<file path="src/rtl/regfile_wb_arbiter.sv">
// rtl/regfile_wb_arbiter.sv - shares the register-file write port between main writeback and the multi-cycle unit
// Tracks the in-flight multi-cycle destination, stalls decode on hazards, and holds a colliding result.
module regfile_wb_arbiter #(
  parameter int MAX_HOLD   = 4,
  parameter int HOLD_CNT_W = 3
) (
  input  logic        CLK,
  input  logic        Reset,
  input  logic        WB_WE,
  input  logic [3:0]  WB_A,
  input  logic [31:0] WB_D,
  input  logic        MC_Start,
  input  logic [3:0]  MC_Rd,
  input  logic        MC_Done,
  input  logic [31:0] MC_Result,
  input  logic [3:0]  ID_A1,
  input  logic        ID_RE1,
  input  logic [3:0]  ID_A2,
  input  logic        ID_RE2,
  input  logic [3:0]  ID_Wr,
  input  logic        ID_WE,
  output logic        WE3,
  output logic [3:0]  A3,
  output logic [31:0] WD3,
  output logic        Stall,
  output logic        MC_Busy,
  output logic        Err
);

  localparam logic [HOLD_CNT_W-1:0] AGE_MAX = HOLD_CNT_W'(MAX_HOLD);

  typedef enum logic [1:0] {
    IDLE = 2'd0,
    BUSY = 2'd1,
    HOLD = 2'd2
  } state_t;

  state_t                state, state_n;
  logic [3:0]            rd_q, rd_n;
  logic [14:0]           pending, pending_n;
  logic [31:0]           hold_d, hold_d_n;
  logic [HOLD_CNT_W-1:0] hold_age, hold_age_n;
  logic                  err_n;

  logic        port_free;
  logic        main_write;
  logic [15:0] pend_ext;
  logic [14:0] rd_mask;
  logic [14:0] start_mask;

  assign port_free  = !WB_WE || (WB_A == 4'd15);
  assign main_write = WB_WE && (WB_A != 4'd15);
  assign pend_ext   = {1'b0, pending};
  // R15 is never tracked, so its mask is empty
  assign rd_mask    = (rd_q == 4'd15) ? 15'd0 : (15'd1 << rd_q);
  assign start_mask = (MC_Rd == 4'd15) ? 15'd0 : (15'd1 << MC_Rd);

  always_ff @(posedge CLK) begin
    if (Reset) begin
      state    <= IDLE;
      rd_q     <= 4'd0;
      pending  <= 15'd0;
      hold_d   <= 32'd0;
      hold_age <= '0;
      Err      <= 1'b0;
    end else begin
      state    <= state_n;
      rd_q     <= rd_n;
      pending  <= pending_n;
      hold_d   <= hold_d_n;
      hold_age <= hold_age_n;
      Err      <= err_n;
    end
  end

  always_comb begin
    state_n    = state;
    rd_n       = rd_q;
    pending_n  = pending;
    hold_d_n   = hold_d;
    hold_age_n = hold_age;
    err_n      = 1'b0;
    WE3        = 1'b0;
    A3         = 4'd0;
    WD3        = 32'd0;

    if (main_write) begin
      WE3 = 1'b1;
      A3  = WB_A;
      WD3 = WB_D;
    end

    unique case (state)
      IDLE: begin
        if (MC_Start) begin
          state_n   = BUSY;
          rd_n      = MC_Rd;
          pending_n = pending | start_mask;
        end
        if (MC_Done) err_n = 1'b1;
      end
      BUSY: begin
        if (MC_Start) err_n = 1'b1;
        if (MC_Done) begin
          if (port_free) begin
            if (rd_q != 4'd15) begin
              WE3 = 1'b1;
              A3  = rd_q;
              WD3 = MC_Result;
            end
            pending_n = pending & ~rd_mask;
            state_n   = IDLE;
          end else begin
            hold_d_n   = MC_Result;
            hold_age_n = '0;
            state_n    = HOLD;
          end
        end
      end
      HOLD: begin
        if (MC_Start) err_n = 1'b1;
        if (port_free) begin
          if (rd_q != 4'd15) begin
            WE3 = 1'b1;
            A3  = rd_q;
            WD3 = hold_d;
          end
          pending_n = pending & ~rd_mask;
          state_n   = IDLE;
        end else if (hold_age < AGE_MAX) begin
          hold_age_n = hold_age + 1'b1;
        end
      end
      default: state_n = IDLE;
    endcase

    if (Reset) begin
      WE3 = 1'b0;
      A3  = 4'd0;
      WD3 = 32'd0;
    end
  end

  // Pending clears on the writing edge, so Stall covers the write cycle itself
  always_comb begin
    Stall = 1'b0;
    if (!Reset) begin
      Stall = (ID_RE1 && pend_ext[ID_A1]) ||
              (ID_RE2 && pend_ext[ID_A2]) ||
              (ID_WE  && pend_ext[ID_Wr]) ||
              ((state == HOLD) && (hold_age >= AGE_MAX));
    end
  end

  assign MC_Busy = !Reset && (state != IDLE);

endmodule

</file>
<file path="config.mk">
export PLATFORM = sky130hd
export DESIGN_NAME = regfile_wb_arbiter
export DESIGN_NICKNAME = d
export VERILOG_FILES = /design/src/rtl/regfile_wb_arbiter.sv
export SDC_FILE = /design/constraint.sdc
export NUM_CORES = 1
export LEC_CHECK = 0
export CAP_MARGIN = 20
export CELL_PAD_IN_SITES_DETAIL_PLACEMENT = 0
export CELL_PAD_IN_SITES_GLOBAL_PLACEMENT = 1
export CORE_MARGIN = 3
export CORE_UTILIZATION = 32
export CTS_CLUSTER_SIZE = 30
export DETAILED_ROUTE_END_ITERATION = 8
export HOLD_SLACK_MARGIN = 0.02
export PLACE_DENSITY_LB_ADDON = 0.1
export SYNTH_ARGS = -nofsm -noshare
export SYNTH_HDL_FRONTEND = slang
export SYNTH_SLANG_ARGS = --single-unit
</file>
<file path="constraint.sdc">
create_clock -name CLK -period 2.4 [get_ports CLK]
set_clock_uncertainty 0.05 [all_clocks]
set_input_delay 0.36 -clock CLK [delete_from_list [all_inputs] [get_ports CLK]]
set_output_delay 0.36 -clock CLK [all_outputs]
set_load 0.1 [all_outputs]
</file>
==> impl_metrics.env <==
export IMPL_ir_drop_v=0.0003503
export IMPL_area_growth_pct=86.00
export IMPL_holdPathEnd="hold_d[25]"
export IMPL_clk_pin_slew_ns=0.07
export IMPL_design_area_mm2=0.006500
export IMPL_clk_path_buf_depth=2
export IMPL_antenna_found_initial=0
export IMPL_core_mm2=0.01046
export IMPL_ys_top_cells_by_count="nand2_1 (83), dfxtp_1 (57), nor2_1 (44)"
export IMPL_n_antenna_cell=0
export IMPL_fin_crit_ns=2.439
export IMPL_max_cap_violations=0
export IMPL_h_tree_depth=3
export IMPL_required_ns=1.99
export IMPL_r2r_start="state[1]"
export IMPL_synthArstFlopShare_pct=0
export IMPL_grt_max_degree=79
export IMPL_hold_class="flop to flop"
export IMPL_path_max_fanout=4
export IMPL_whs_path_depth=2
export IMPL_yosysMostFrequentCell="nand2_1"
export IMPL_syn_area_mm2=0.003495
export IMPL_crit_arrival_ns=2.03
export IMPL_cts_sinks=57
export IMPL_critPathTopFamily="buffers and inverters"
export IMPL_ys_types=43
export IMPL_report_final_slew_viol_count=0
export IMPL_clock_latency_ns=0.33
export IMPL_die_area_mm2=0.01221
export IMPL_worstRegToRegCells=9
export IMPL_violations="setup timing"
export IMPL_grt_pass1_vias=3975
export IMPL_postSynthCellCount=444
export IMPL_path_depth=6
export IMPL_fmax_mhz=410.0
export IMPL_synth_warning_count=0
export IMPL_post_dp_hpwl_mm=8.744
export IMPL_rsz0062_at_grt="yes"
export IMPL_synth_edff_count=0
export IMPL_portBuffers=131
export IMPL_path_buf_inv=2
export IMPL_synthFlopType="dfxtp_1"
export IMPL_startpoint_type="input pin"
export IMPL_p_leak_nw=2.279
export IMPL_dr_pass1_iters=4
export IMPL_rows=37
export IMPL_syn_nets=541
export IMPL_drt_wl_total_mm=12.83
export IMPL_finalWorstSetupSlack_ns=-0.03910
export IMPL_setup_violations=22
export IMPL_dp_slack_ns=-0.4060
export IMPL_power_density_mw_per_mm2=570.2
export IMPL_cts_root_buffer="clkbuf_8"
export IMPL_layout_drive_gt1_share_pct=34.77
export IMPL_drc_errors=0
export IMPL_fin_crit_sh_pct=101.6
export IMPL_dieWidth_um=110.5
export IMPL_dieHeight_um=110.5
export IMPL_cts_tree="done"
export IMPL_vias_per_cell=5.424
export IMPL_crit_chain="clkdlybuf4s50_1 -> mux4_2 -> mux2i_1 -> nor3b_1 -> o31a_1 -> buf_12"
export IMPL_ys_seq_area_share_pct=32.65
export IMPL_finalWeightedCongestion=0.8660
export IMPL_min_from="hold_d[25]"
export IMPL_synth_top_area_share_pct=32.65
export IMPL_crit_slowest_cell="clkdlybuf4s50_1"
export IMPL_worst_slew_pin_slew_ns=0.5932
export IMPL_route_vias_total=4014
export IMPL_grt_usage_pct=20.45
export IMPL_numCtsBuffers=9
export IMPL_synth_seq_cells=57
export IMPL_cp_end_kind="output pin"
export IMPL_grt_pass1_wl_mm=20.76
export IMPL_r2r_setup_slack_ns=0.16
export IMPL_io_pins=132
export IMPL_wl_per_cell_um=17.33
export IMPL_grt_overflow=0
export IMPL_r2r_end="pending[0]"
export IMPL_dpl_instance_area_mm2=0.005863
export IMPL_report_final_hold_viol_count=0
export IMPL_drtIter0Drc=236
export IMPL_ant_nets=0
export IMPL_yosysTopAreaCell="dfxtp_1"
export IMPL_yosys_top_cells_area="dfxtp_1 (33%), nand2_1 (8.9%), a22o_1 (8.0%)"
export IMPL_finalNetCount=697
export IMPL_initial_core_util_pct=33.40
export IMPL_syn_avg_cell_area_um2=7.871
export IMPL_critical_path_max_stage_delay_ns=0.58
export IMPL_critical_path_class="input pin to output pin"
export IMPL_slew_limit_headroom_pct=60.45
export IMPL_status="complete, but fails checks"
layout by cell type (no fill, tap or decap), drive strengths merged, types with 2 or more instances in the layout:
master | Yosys | final
a211oi | 2 | 2
a21oi | 41 | 41
a22o | 32 | 32
a22oi | 33 | 33
and2 | 3 | 3
buf | 15 | 91
clkbuf | 22 | 13
clkdlybuf4s50 | 0 | 79
clkinv | 0 | 3
dfxtp | 57 | 57
dlygate4sd2 | 0 | 9
ha | 5 | 5
inv | 5 | 5
mux2i | 7 | 7
mux4 | 8 | 8
nand2 | 83 | 83
nand2b | 4 | 4
nand3 | 9 | 9
nand4 | 4 | 4
nand4b | 5 | 5
nor2 | 44 | 44
nor2b | 4 | 4
nor3 | 6 | 6
nor3b | 4 | 4
o2111ai | 3 | 3
o211ai | 11 | 11
o21ai | 16 | 16
o221a | 4 | 4
o221ai | 2 | 2
o311ai | 4 | 4
or2 | 2 | 2
state kept, by name, summed over array words and instances, names as in the netlist:
register  count
Err           1
rd_q          4
state         2
hold_d       32
pending      15
hold_age      3
per-stage QoR:
stage / utilization, % / TNS, ns / hold slack, ns / power, mW / cells
6_report: 62.13 / -0.4569 / 0.4037 / 3.706 / 740
5_1_grt: 62.13 / -3.606 / 0.4197 / 3.877 / 740
4_1_cts: 61.43 / -0.8249 / 0.4054 / 3.707 / 736
3_5_place_dp: 56.04 / -3.925 / 0.3966 / 2.655 / 708
3_3_place_gp: 56.04 / -3.652 / 0.3919 / 2.642 / 708
2_1_floorplan: - / -0.8048 / 0.3856 / 2.020 / 444
worst reg2reg max path, delay by kind of cell (launching register included):
family	cells	cell delay (ns)
AND/OR/NAND/NOR	3	0.81
flip-flops	1	0.37
buffers and inverters	3	0.30
adder cells (fa/ha/maj)	1	0.16
AO/OA/AOI/OAI	2	0.44
metal layers:
metal	global-route usage [%]	vias to the layer above	wire length (µm)
met3	4.493	21	608
li1	-	1967	-
met4	6.897	0	257
met5	0	-	0
met2	33.29	116	6252
met1	26.77	1910	5709
worst max-delay path by stage:
stage          slack [ns]     start    end
4_1_cts             -0.05  state[0]  A3[2]
3_3_place_gp        -0.36  ID_Wr[0]  Stall
5_1_grt             -0.12  state[0]  A3[1]
3_5_place_dp        -0.41  ID_Wr[0]  Stall
2_1_floorplan       -0.27  state[1]  A3[0]
6_report            -0.04  ID_A1[2]  Stall
power breakdown:
part | leakage, nW | internal [mW] | switching, mW
Combinational | 1.71 | 0.808 | 1.05
Clock | 0.0980 | 0.448 | 0.372
Sequential | 0.466 | 0.994 | 0.0371
final cells by class:
type                            count  area (µm²)
Clock buffer                       12       165.2
Clock inverter                      3       15.01
Fill cell                         918        3963
Inverter                            5       23.77
Multi-Input combinational cell    345        2714
Sequential cell                    57        1156
Tap cell                          136       170.2
Timing Repair Buffer              182        2256
kinds of logic (layout without fill, tap and decap cells):
| kind of cell | after synthesis | count (layout) | synth area share [%] |
|---|---|---|---|
| buffers and inverters | 42 | 202 | 4.977 |
| AND/OR/NAND/NOR | 173 | 173 | 22.41 |
| adder cells (fa/ha/maj) | 5 | 5 | 1.790 |
| multiplexers | 15 | 15 | 7.483 |
| flip-flops | 57 | 57 | 32.65 |
| AO/OA/AOI/OAI | 152 | 152 | 30.68 |
what timing repair did:
item	4_1_cts	5_1_grt
endpoints found under the setup margin	38	38
gates cloned	3	1
resized for setup	71	7
hold buffers	0	0
pin swaps	27	16
setup buffers	10	3
(Power assumes the default switching activity.)
